File: src/rtl/dcache_ctrl_if.sv
// dcache_ctrl_if: groups the CPU-side (EX/MEM) and memory-side handshake
// signals of the data cache controller. The slave modport is the cache
// controller's view; the master modport is the environment's view.
interface dcache_ctrl_if #(
  parameter int LINE_W = 256
);
  logic              cpu_rd_i;
  logic              cpu_wr_i;
  logic [31:0]       cpu_addr_i;
  logic [31:0]       cpu_wdata_i;
  logic [31:0]       cpu_rdata_o;
  logic              cpu_stall_o;
  logic              mem_req_o;
  logic              mem_we_o;
  logic [31:0]       mem_addr_o;
  logic [LINE_W-1:0] mem_wdata_o;
  logic [LINE_W-1:0] mem_rdata_i;
  logic              mem_ack_i;

  modport slave (
    input  cpu_rd_i, cpu_wr_i, cpu_addr_i, cpu_wdata_i, mem_rdata_i, mem_ack_i,
    output cpu_rdata_o, cpu_stall_o, mem_req_o, mem_we_o, mem_addr_o, mem_wdata_o
  );

  modport master (
    output cpu_rd_i, cpu_wr_i, cpu_addr_i, cpu_wdata_i, mem_rdata_i, mem_ack_i,
    input  cpu_rdata_o, cpu_stall_o, mem_req_o, mem_we_o, mem_addr_o, mem_wdata_o
  );
endinterface

File: src/rtl/dcache_ctrl.sv
// dcache_ctrl: MEM-stage data cache controller. Direct-mapped, write-back,
// write-allocate; hits are served with no stall, misses stall the pipeline
// while a line is written back (if dirty) and refilled over a req/ack bus.
// Optional hit/miss counters are compiled in when DCACHE_STATS_EN is defined.
module dcache_ctrl #(
  parameter int NUM_LINES = 16,
  parameter int LINE_W    = 256
) (
  input  logic         clk_i,
  input  logic         rst_i,
  dcache_ctrl_if.slave bus
`ifdef DCACHE_STATS_EN
  ,
  output logic [31:0]  hit_cnt_o,
  output logic [31:0]  miss_cnt_o
`endif
);

  localparam int IDX_W = $clog2(NUM_LINES);
  localparam int TAG_W = 32 - 5 - IDX_W;

  typedef enum logic [1:0] {
    IDLE,
    WRITEBACK,
    ALLOCATE
  } state_t;

  state_t state;
  state_t next_state;

  logic [NUM_LINES-1:0] valid;
  logic [NUM_LINES-1:0] dirty;
  logic [TAG_W-1:0]     tag_mem  [NUM_LINES];
  logic [LINE_W-1:0]    data_mem [NUM_LINES];

  logic [TAG_W-1:0]  tag;
  logic [IDX_W-1:0]  idx;
  logic [2:0]        word;
  logic              req;
  logic              is_load;
  logic              hit;
  logic [TAG_W-1:0]  victim_tag;
  logic [LINE_W-1:0] victim_line;
  logic [31:0]       line_word;
  logic              write_hit;
  logic              fill_done;
  logic              unused_addr_bits;

  // Field split of the registered address; the byte offset is never used
  // because only word accesses exist.
  assign tag              = bus.cpu_addr_i[31:5+IDX_W];
  assign idx              = bus.cpu_addr_i[5+IDX_W-1:5];
  assign word             = bus.cpu_addr_i[4:2];
  assign unused_addr_bits = ^bus.cpu_addr_i[1:0];

  // A simultaneous read and write is a store.
  assign req     = bus.cpu_rd_i | bus.cpu_wr_i;
  assign is_load = bus.cpu_rd_i & ~bus.cpu_wr_i;

  assign victim_tag  = tag_mem[idx];
  assign victim_line = data_mem[idx];
  assign line_word   = victim_line[{word, 5'b00000} +: 32];
  assign hit         = valid[idx] && (victim_tag == tag);
  assign write_hit   = (state == IDLE) && bus.cpu_wr_i && hit;
  assign fill_done   = (state == ALLOCATE) && bus.mem_ack_i;

  // State register; reset aborts any miss in flight.
  always_ff @(posedge clk_i or negedge rst_i) begin
    if (!rst_i) begin
      state <= IDLE;
    end else begin
      state <= next_state;
    end
  end

  // Next-state logic: a dirty victim is written back before the refill.
  always_comb begin
    next_state = state;
    case (state)
      IDLE: begin
        if (req && !hit) begin
          next_state = (valid[idx] && dirty[idx]) ? WRITEBACK : ALLOCATE;
        end
      end
      WRITEBACK: begin
        if (bus.mem_ack_i) begin
          next_state = ALLOCATE;
        end
      end
      ALLOCATE: begin
        if (bus.mem_ack_i) begin
          next_state = IDLE;
        end
      end
      default: next_state = IDLE;
    endcase
  end

  // Output logic; everything is forced low while reset is asserted so the
  // pipeline is released even if a request is sitting on the inputs.
  always_comb begin
    bus.cpu_stall_o = 1'b0;
    bus.cpu_rdata_o = '0;
    bus.mem_req_o   = 1'b0;
    bus.mem_we_o    = 1'b0;
    bus.mem_addr_o  = '0;
    bus.mem_wdata_o = '0;
    if (rst_i) begin
      case (state)
        IDLE: begin
          bus.cpu_stall_o = req & ~hit;
          if (is_load && hit) begin
            bus.cpu_rdata_o = line_word;
          end
        end
        WRITEBACK: begin
          bus.cpu_stall_o = 1'b1;
          bus.mem_req_o   = 1'b1;
          bus.mem_we_o    = 1'b1;
          bus.mem_addr_o  = {victim_tag, idx, 5'b00000};
          bus.mem_wdata_o = victim_line;
        end
        ALLOCATE: begin
          bus.cpu_stall_o = 1'b1;
          bus.mem_req_o   = 1'b1;
          bus.mem_addr_o  = {tag, idx, 5'b00000};
        end
        default: begin
          bus.cpu_stall_o = 1'b0;
        end
      endcase
    end
  end

  // Line status bits: a fill installs a clean valid line, a store hit marks it dirty.
  always_ff @(posedge clk_i or negedge rst_i) begin
    if (!rst_i) begin
      valid <= '0;
      dirty <= '0;
    end else begin
      if (fill_done) begin
        valid[idx] <= 1'b1;
        dirty[idx] <= 1'b0;
      end else if (write_hit) begin
        dirty[idx] <= 1'b1;
      end
    end
  end

  // Tag and data arrays carry no reset; their contents only matter once valid.
  always_ff @(posedge clk_i) begin
    if (fill_done) begin
      data_mem[idx] <= bus.mem_rdata_i;
      tag_mem[idx]  <= tag;
    end else if (write_hit) begin
      data_mem[idx][{word, 5'b00000} +: 32] <= bus.cpu_wdata_i;
    end
  end

`ifdef DCACHE_STATS_EN
  logic refill;

  // Hit/miss counters; the lookup right after a refill is not a new hit.
  always_ff @(posedge clk_i or negedge rst_i) begin
    if (!rst_i) begin
      refill     <= 1'b0;
      hit_cnt_o  <= '0;
      miss_cnt_o <= '0;
    end else begin
      refill <= fill_done;
      if ((state == IDLE) && req) begin
        if (!hit) begin
          miss_cnt_o <= miss_cnt_o + 32'd1;
        end else if (!refill) begin
          hit_cnt_o <= hit_cnt_o + 32'd1;
        end
      end
    end
  end
`endif

endmodule

File: src/flat_wrapper.sv
// flat-port wrapper written by rule: the top's interface ports become plain ports
module dcache_ctrl_flat 
#(
  parameter int NUM_LINES = 16,
  parameter int LINE_W    = 256
)
  (clk_i, rst_i, bus_cpu_rd_i, bus_cpu_wr_i, bus_cpu_addr_i, bus_cpu_wdata_i, bus_mem_rdata_i, bus_mem_ack_i, bus_cpu_rdata_o, bus_cpu_stall_o, bus_mem_req_o, bus_mem_we_o, bus_mem_addr_o, bus_mem_wdata_o);
  dcache_ctrl_if #(.LINE_W(LINE_W)) bus_i ();
  input  logic clk_i;
  input  logic rst_i;
  input wire logic [$bits(bus_i.cpu_rd_i)-1:0] bus_cpu_rd_i;
  input wire logic [$bits(bus_i.cpu_wr_i)-1:0] bus_cpu_wr_i;
  input wire logic [$bits(bus_i.cpu_addr_i)-1:0] bus_cpu_addr_i;
  input wire logic [$bits(bus_i.cpu_wdata_i)-1:0] bus_cpu_wdata_i;
  input wire logic [$bits(bus_i.mem_rdata_i)-1:0] bus_mem_rdata_i;
  input wire logic [$bits(bus_i.mem_ack_i)-1:0] bus_mem_ack_i;
  output wire logic [$bits(bus_i.cpu_rdata_o)-1:0] bus_cpu_rdata_o;
  output wire logic [$bits(bus_i.cpu_stall_o)-1:0] bus_cpu_stall_o;
  output wire logic [$bits(bus_i.mem_req_o)-1:0] bus_mem_req_o;
  output wire logic [$bits(bus_i.mem_we_o)-1:0] bus_mem_we_o;
  output wire logic [$bits(bus_i.mem_addr_o)-1:0] bus_mem_addr_o;
  output wire logic [$bits(bus_i.mem_wdata_o)-1:0] bus_mem_wdata_o;
  assign bus_i.cpu_rd_i = bus_cpu_rd_i;
  assign bus_i.cpu_wr_i = bus_cpu_wr_i;
  assign bus_i.cpu_addr_i = bus_cpu_addr_i;
  assign bus_i.cpu_wdata_i = bus_cpu_wdata_i;
  assign bus_i.mem_rdata_i = bus_mem_rdata_i;
  assign bus_i.mem_ack_i = bus_mem_ack_i;
  assign bus_cpu_rdata_o = bus_i.cpu_rdata_o;
  assign bus_cpu_stall_o = bus_i.cpu_stall_o;
  assign bus_mem_req_o = bus_i.mem_req_o;
  assign bus_mem_we_o = bus_i.mem_we_o;
  assign bus_mem_addr_o = bus_i.mem_addr_o;
  assign bus_mem_wdata_o = bus_i.mem_wdata_o;
  dcache_ctrl #(.NUM_LINES(NUM_LINES), .LINE_W(LINE_W)) u_core (.clk_i(clk_i), .rst_i(rst_i), .bus(bus_i));
endmodule
File: config.mk
export PLATFORM = sky130hd
export DESIGN_NAME = dcache_ctrl_flat
export DESIGN_NICKNAME = d
export VERILOG_FILES = /design/src/rtl/dcache_ctrl_if.sv /design/src/rtl/dcache_ctrl.sv /design/src/flat_wrapper.sv
export SDC_FILE = /design/constraint.sdc
export NUM_CORES = 2
export LEC_CHECK = 0
export BUFFER_PORTS_ARGS = -buffer_cell sky130_fd_sc_hd__buf_4
export CORE_MARGIN = 4
export CORE_UTILIZATION = 31
export CTS_BUF_LIST = sky130_fd_sc_hd__clkbuf_16
export CTS_CLUSTER_SIZE = 25
export DETAILED_ROUTE_END_ITERATION = 8
export GPL_TIMING_DRIVEN = 0
export PLACE_DENSITY = 0.53
export SLEW_MARGIN = 30
export SYNTH_ARGS = -nofsm -noshare
export SYNTH_HDL_FRONTEND = slang
export SYNTH_MEMORY_MAX_BITS = 65536
export SYNTH_SLANG_ARGS = --single-unit
File: constraint.sdc
create_clock -name clk_i -period 13.45 [get_ports clk_i]
set_clock_uncertainty 0.2 [all_clocks]
set_input_delay 1.345 -clock clk_i [delete_from_list [all_inputs] [get_ports clk_i]]
set_output_delay 1.345 -clock clk_i [all_outputs]
set_load 0.02 [all_outputs]
==> reports/qor.yml <==
setup_path:
  worstSetupEndpointType: "primary output"
  critPathBufInv: 7
  path_class: "in -> out"
  critical_path.slowest_cell: "clkbuf_1"
  path_max_fanout: 10
  slowest_delay_ps: 890
  path_cells: "clkbuf_1 -> clkbuf_1 -> buf_2 -> clkbuf_2 -> clkbuf_2 -> clkbuf_1 -> mux4_2 -> mux4_2 -> mux4_2 -> nand2_1 -> a21oi_2 -> buf_4"
  cp_top_family: "buffers and inverters"
  cp.arrival_ps: 7530
  required_ps: 11900
  start_kind: "input pin"
finish:
  final_core_util_pct: 38.25
  drive_gt1_share_pct: 39.75
  fillCellCount: 51455
  stdcell_area_sq_um: 219800
  area_delta_synth_final_pct: 22.65
  nets: 9708
detailed_routing:
  via_count: 97807
  wl_um: 697400
  antenna_left: 2
  drt-pass1-iter-count: 9
  drc_errors: 2
  drt_iter0_markers: 14792
  vias_per_cell: 5.548
  wl_per_cell_um: 39.56
cts:
  htree_levels: 5
  tritoncts: "yes"
  clock-sinks: 4498
  cts_buffer_depth: 4
  path_clk_slew_ps: 60
  clock_latency_ps: 1050
  cts_setup_buffers: 0
  cts_buffers: 460
  cts_root_buf: "clkbuf_16"
timing:
  period_needed_ps: 9075
  setup_viol: 0
  tightest_slew_ps: 1316
  maxSlewHeadroom_pct: 11.89
  final-max-slew-violation-count: 0
  fmax_mhz: 110.2
  setup_tns_ps: 0
  period_share_pct: 67.47
  hold_viol: 0
  rsz0062_at_grt: "false"
  final.setup.worst_slack_ps: 4375
status:
  outcome: "finished with violations"
  violations: "antenna rules, DRC"
power:
  vdd_drop_max_v: 0.0001373
  clkPwrFrac_pct: 40.1
  power_density_nw_per_um2: 142.0
  p_sw_uw: 7612
  sw_frac_of_total_pct: 24.39
  power.leakage_uw: 0.07006
  combPwrFrac_pct: 9.4
  internal-power_uw: 23600
  power.total_uw: 31210
  seq_power_share_pct: 50.4
synthesis:
  synth_area_sq_um: 179200
  ys_seq_elements: 4498
  syn_inst: 7863
  synth_edf_count: 4464
  ys_async_sr_fraction_pct: 0.7559
  synth-seq-area-share_pct: 75.28
  synthDistinctLibCells: 75
  avgSynthCellArea_sq_um: 22.79
  synth-main-ff-cell: "edfxtp_1"
  ys_warn_count: 0
global_route:
  grt_overflow: 0
  grt_pass1_vias: 94390
  grt_max_degree: 39
  grt_pass1_wl_um: 901400
  antenna_found_initial: 125
  grtUsageTotal_pct: 22.96
die:
  dieHeight_um: 768.3
  die_x_um: 768.3
  ios: 648
  fp-row-count: 278
  core_area_sq_um: 574600
  start_util_pct: 31.18
  dieArea_sq_um: 590300
placed_design:
  dpl_cell_area_sq_um: 204500
  dp_hpwl_um: 521400
  port_buffers: 635
  place_ws_ps: 4565
  gp_congestion: 0.9224
job:
  drv_cap: 0
min_path:
  hold_path_class: "reg -> reg"
## per-stage QoR
| step | cells | hold slack [ps] |
|---|---|---|
| 2_1_floorplan | 7867 | 233.7 |
| 3_3_place_gp | 16202 | 245.2 |
| 3_5_place_dp | 16611 | 250.7 |
| 4_1_cts | 17458 | 267.4 |
| 5_1_grt | 17508 | 274.2 |
| 6_report | 17630 | 262.7 |
## cells in the final DEF (no fill, tap or decap), drive strengths merged, types with 9 or more instances in the layout
| master | count |
|---|---|
| nand3 | 13 |
| ha | 9 |
| nor3 | 16 |
| bufinv | 37 |
| inv | 180 |
| o21ai | 36 |
| nor4 | 11 |
| edfxtp | 4464 |
| mux2 | 203 |
| mux2i | 150 |
| nor2b | 9 |
| or2 | 18 |
| clkinvlp | 18 |
| a21oi | 169 |
| buf | 1250 |
| mux4 | 1415 |
| xnor2 | 22 |
| a22oi | 33 |
| nand2 | 190 |
| diode | 172 |
| clkinv | 225 |
| o41ai | 17 |
| and2 | 326 |
| nand4 | 10 |
| clkbuf | 751 |
| dfrtp | 34 |
| nor2 | 58 |
## synth_stat cells (6+ instances only)
cell / count / share of area (%)
a32oi_1: 8 / 0.039
nand4_1: 9 / 0.031
ha_1: 9 / 0.063
mux2_1: 11 / 0.069
buf_6: 16 / 0.10
nor2_1: 58 / 0.12
edfxtp_1: 4464 / 75
inv_1: 77 / 0.16
nand2_1: 190 / 0.40
nor4_1: 11 / 0.038
o41ai_1: 17 / 0.083
buf_1: 25 / 0.052
or2_2: 17 / 0.059
or3_1: 7 / 0.024
nor3_1: 15 / 0.042
buf_2: 130 / 0.36
xnor2_1: 22 / 0.11
nand3_1: 12 / 0.034
a21oi_2: 40 / 0.20
nor2b_1: 9 / 0.031
mux2_2: 189 / 1.2
dfrtp_1: 34 / 0.47
mux2i_1: 149 / 0.83
a21oi_1: 129 / 0.36
mux4_2: 1415 / 18
and4_1: 6 / 0.029
a22oi_1: 33 / 0.14
o21ai_0: 34 / 0.095
buf_4: 35 / 0.15
and2_1: 326 / 1.1
xor2_1: 7 / 0.034
a22o_1: 8 / 0.039
o22ai_1: 6 / 0.021
clkbuf_1: 282 / 0.59
## final cells by class
type	instances	area, sq um	area share, %
antenna	172	430.4	0.1958
buffer	492	2436	1.108
clock buffer	465	11640	5.294
clock inverter	381	3050	1.388
inverter	79	296.5	0.1349
multi-input combinational	2798	43550	19.82
sequential	4498	134900	61.38
tap	7700	9634	4.383
timing repair buffer	1045	13850	6.302
## power by group through the flow
stage               logic [uW]  clock network (uW)  registers, uW
finish                    2940               12500          15700
global route              2950               13200          15800
CTS                       2880               12600          15700
floorplan                 1230                   0          16000
detailed placement        2870                   0          16000
global placement          2570                   0          16100
## flip-flops by register name (all words and copies together) (netlist names), named ones only
signal	count
u_core.tag_mem	368
u_core.valid	16
u_core.data_mem	4096
u_core.state	2
## cells by family (layout without fill, tap and decap cells)
kind of cell	Yosys count	after routing	synth area share, %
DFF	4498	4498	75.28
muxes	1768	1768	19.91
and+or+nand+nor	677	677	2.033
buffers and inverters	571	2462	1.430
AOI/OAI and AO/OA	310	310	1.139
xor gates and xnor gates	29	29	0.1417
adders and majority gates	9	9	0.06284
other	1	177	0.002093
## worst paths after layout
| kind | startpoint | to | slack, ps | cells past startpoint |
|---|---|---|---|---|
| max in group asynchronous | rst_i | u_core.valid[8] | 11860 | 2 |
| worst max-delay path | bus_cpu_addr_i[6] | bus_cpu_rdata_o[23] | 4380 | 12 |
| worst max register to register | u_core.tag_mem[8][20] | u_core.data_mem[6][13] | 6830 | 13 |
| worst min register to register | u_core.valid[9] | u_core.valid[9] | 260 | 1 |
| worst min-delay path | u_core.valid[9] | u_core.valid[9] | 260 | 1 |
| min in group asynchronous | rst_i | asynchronous set/reset pin | 800 | 2 |
## metal layers
layer  global-route usage [%]  wire length (um)
met1                    27.34            243200
met5                   0.8447              1241
met3                    8.241             82130
met4                    13.28             44310
met2                    35.97            326500
## timing repair
action | in CTS | in global routing
hold buffers | 1 | 0
endpoints found under the hold margin | 7 | 0
resized for setup | 0 | 0
Power figures use the tool's default switching activity.
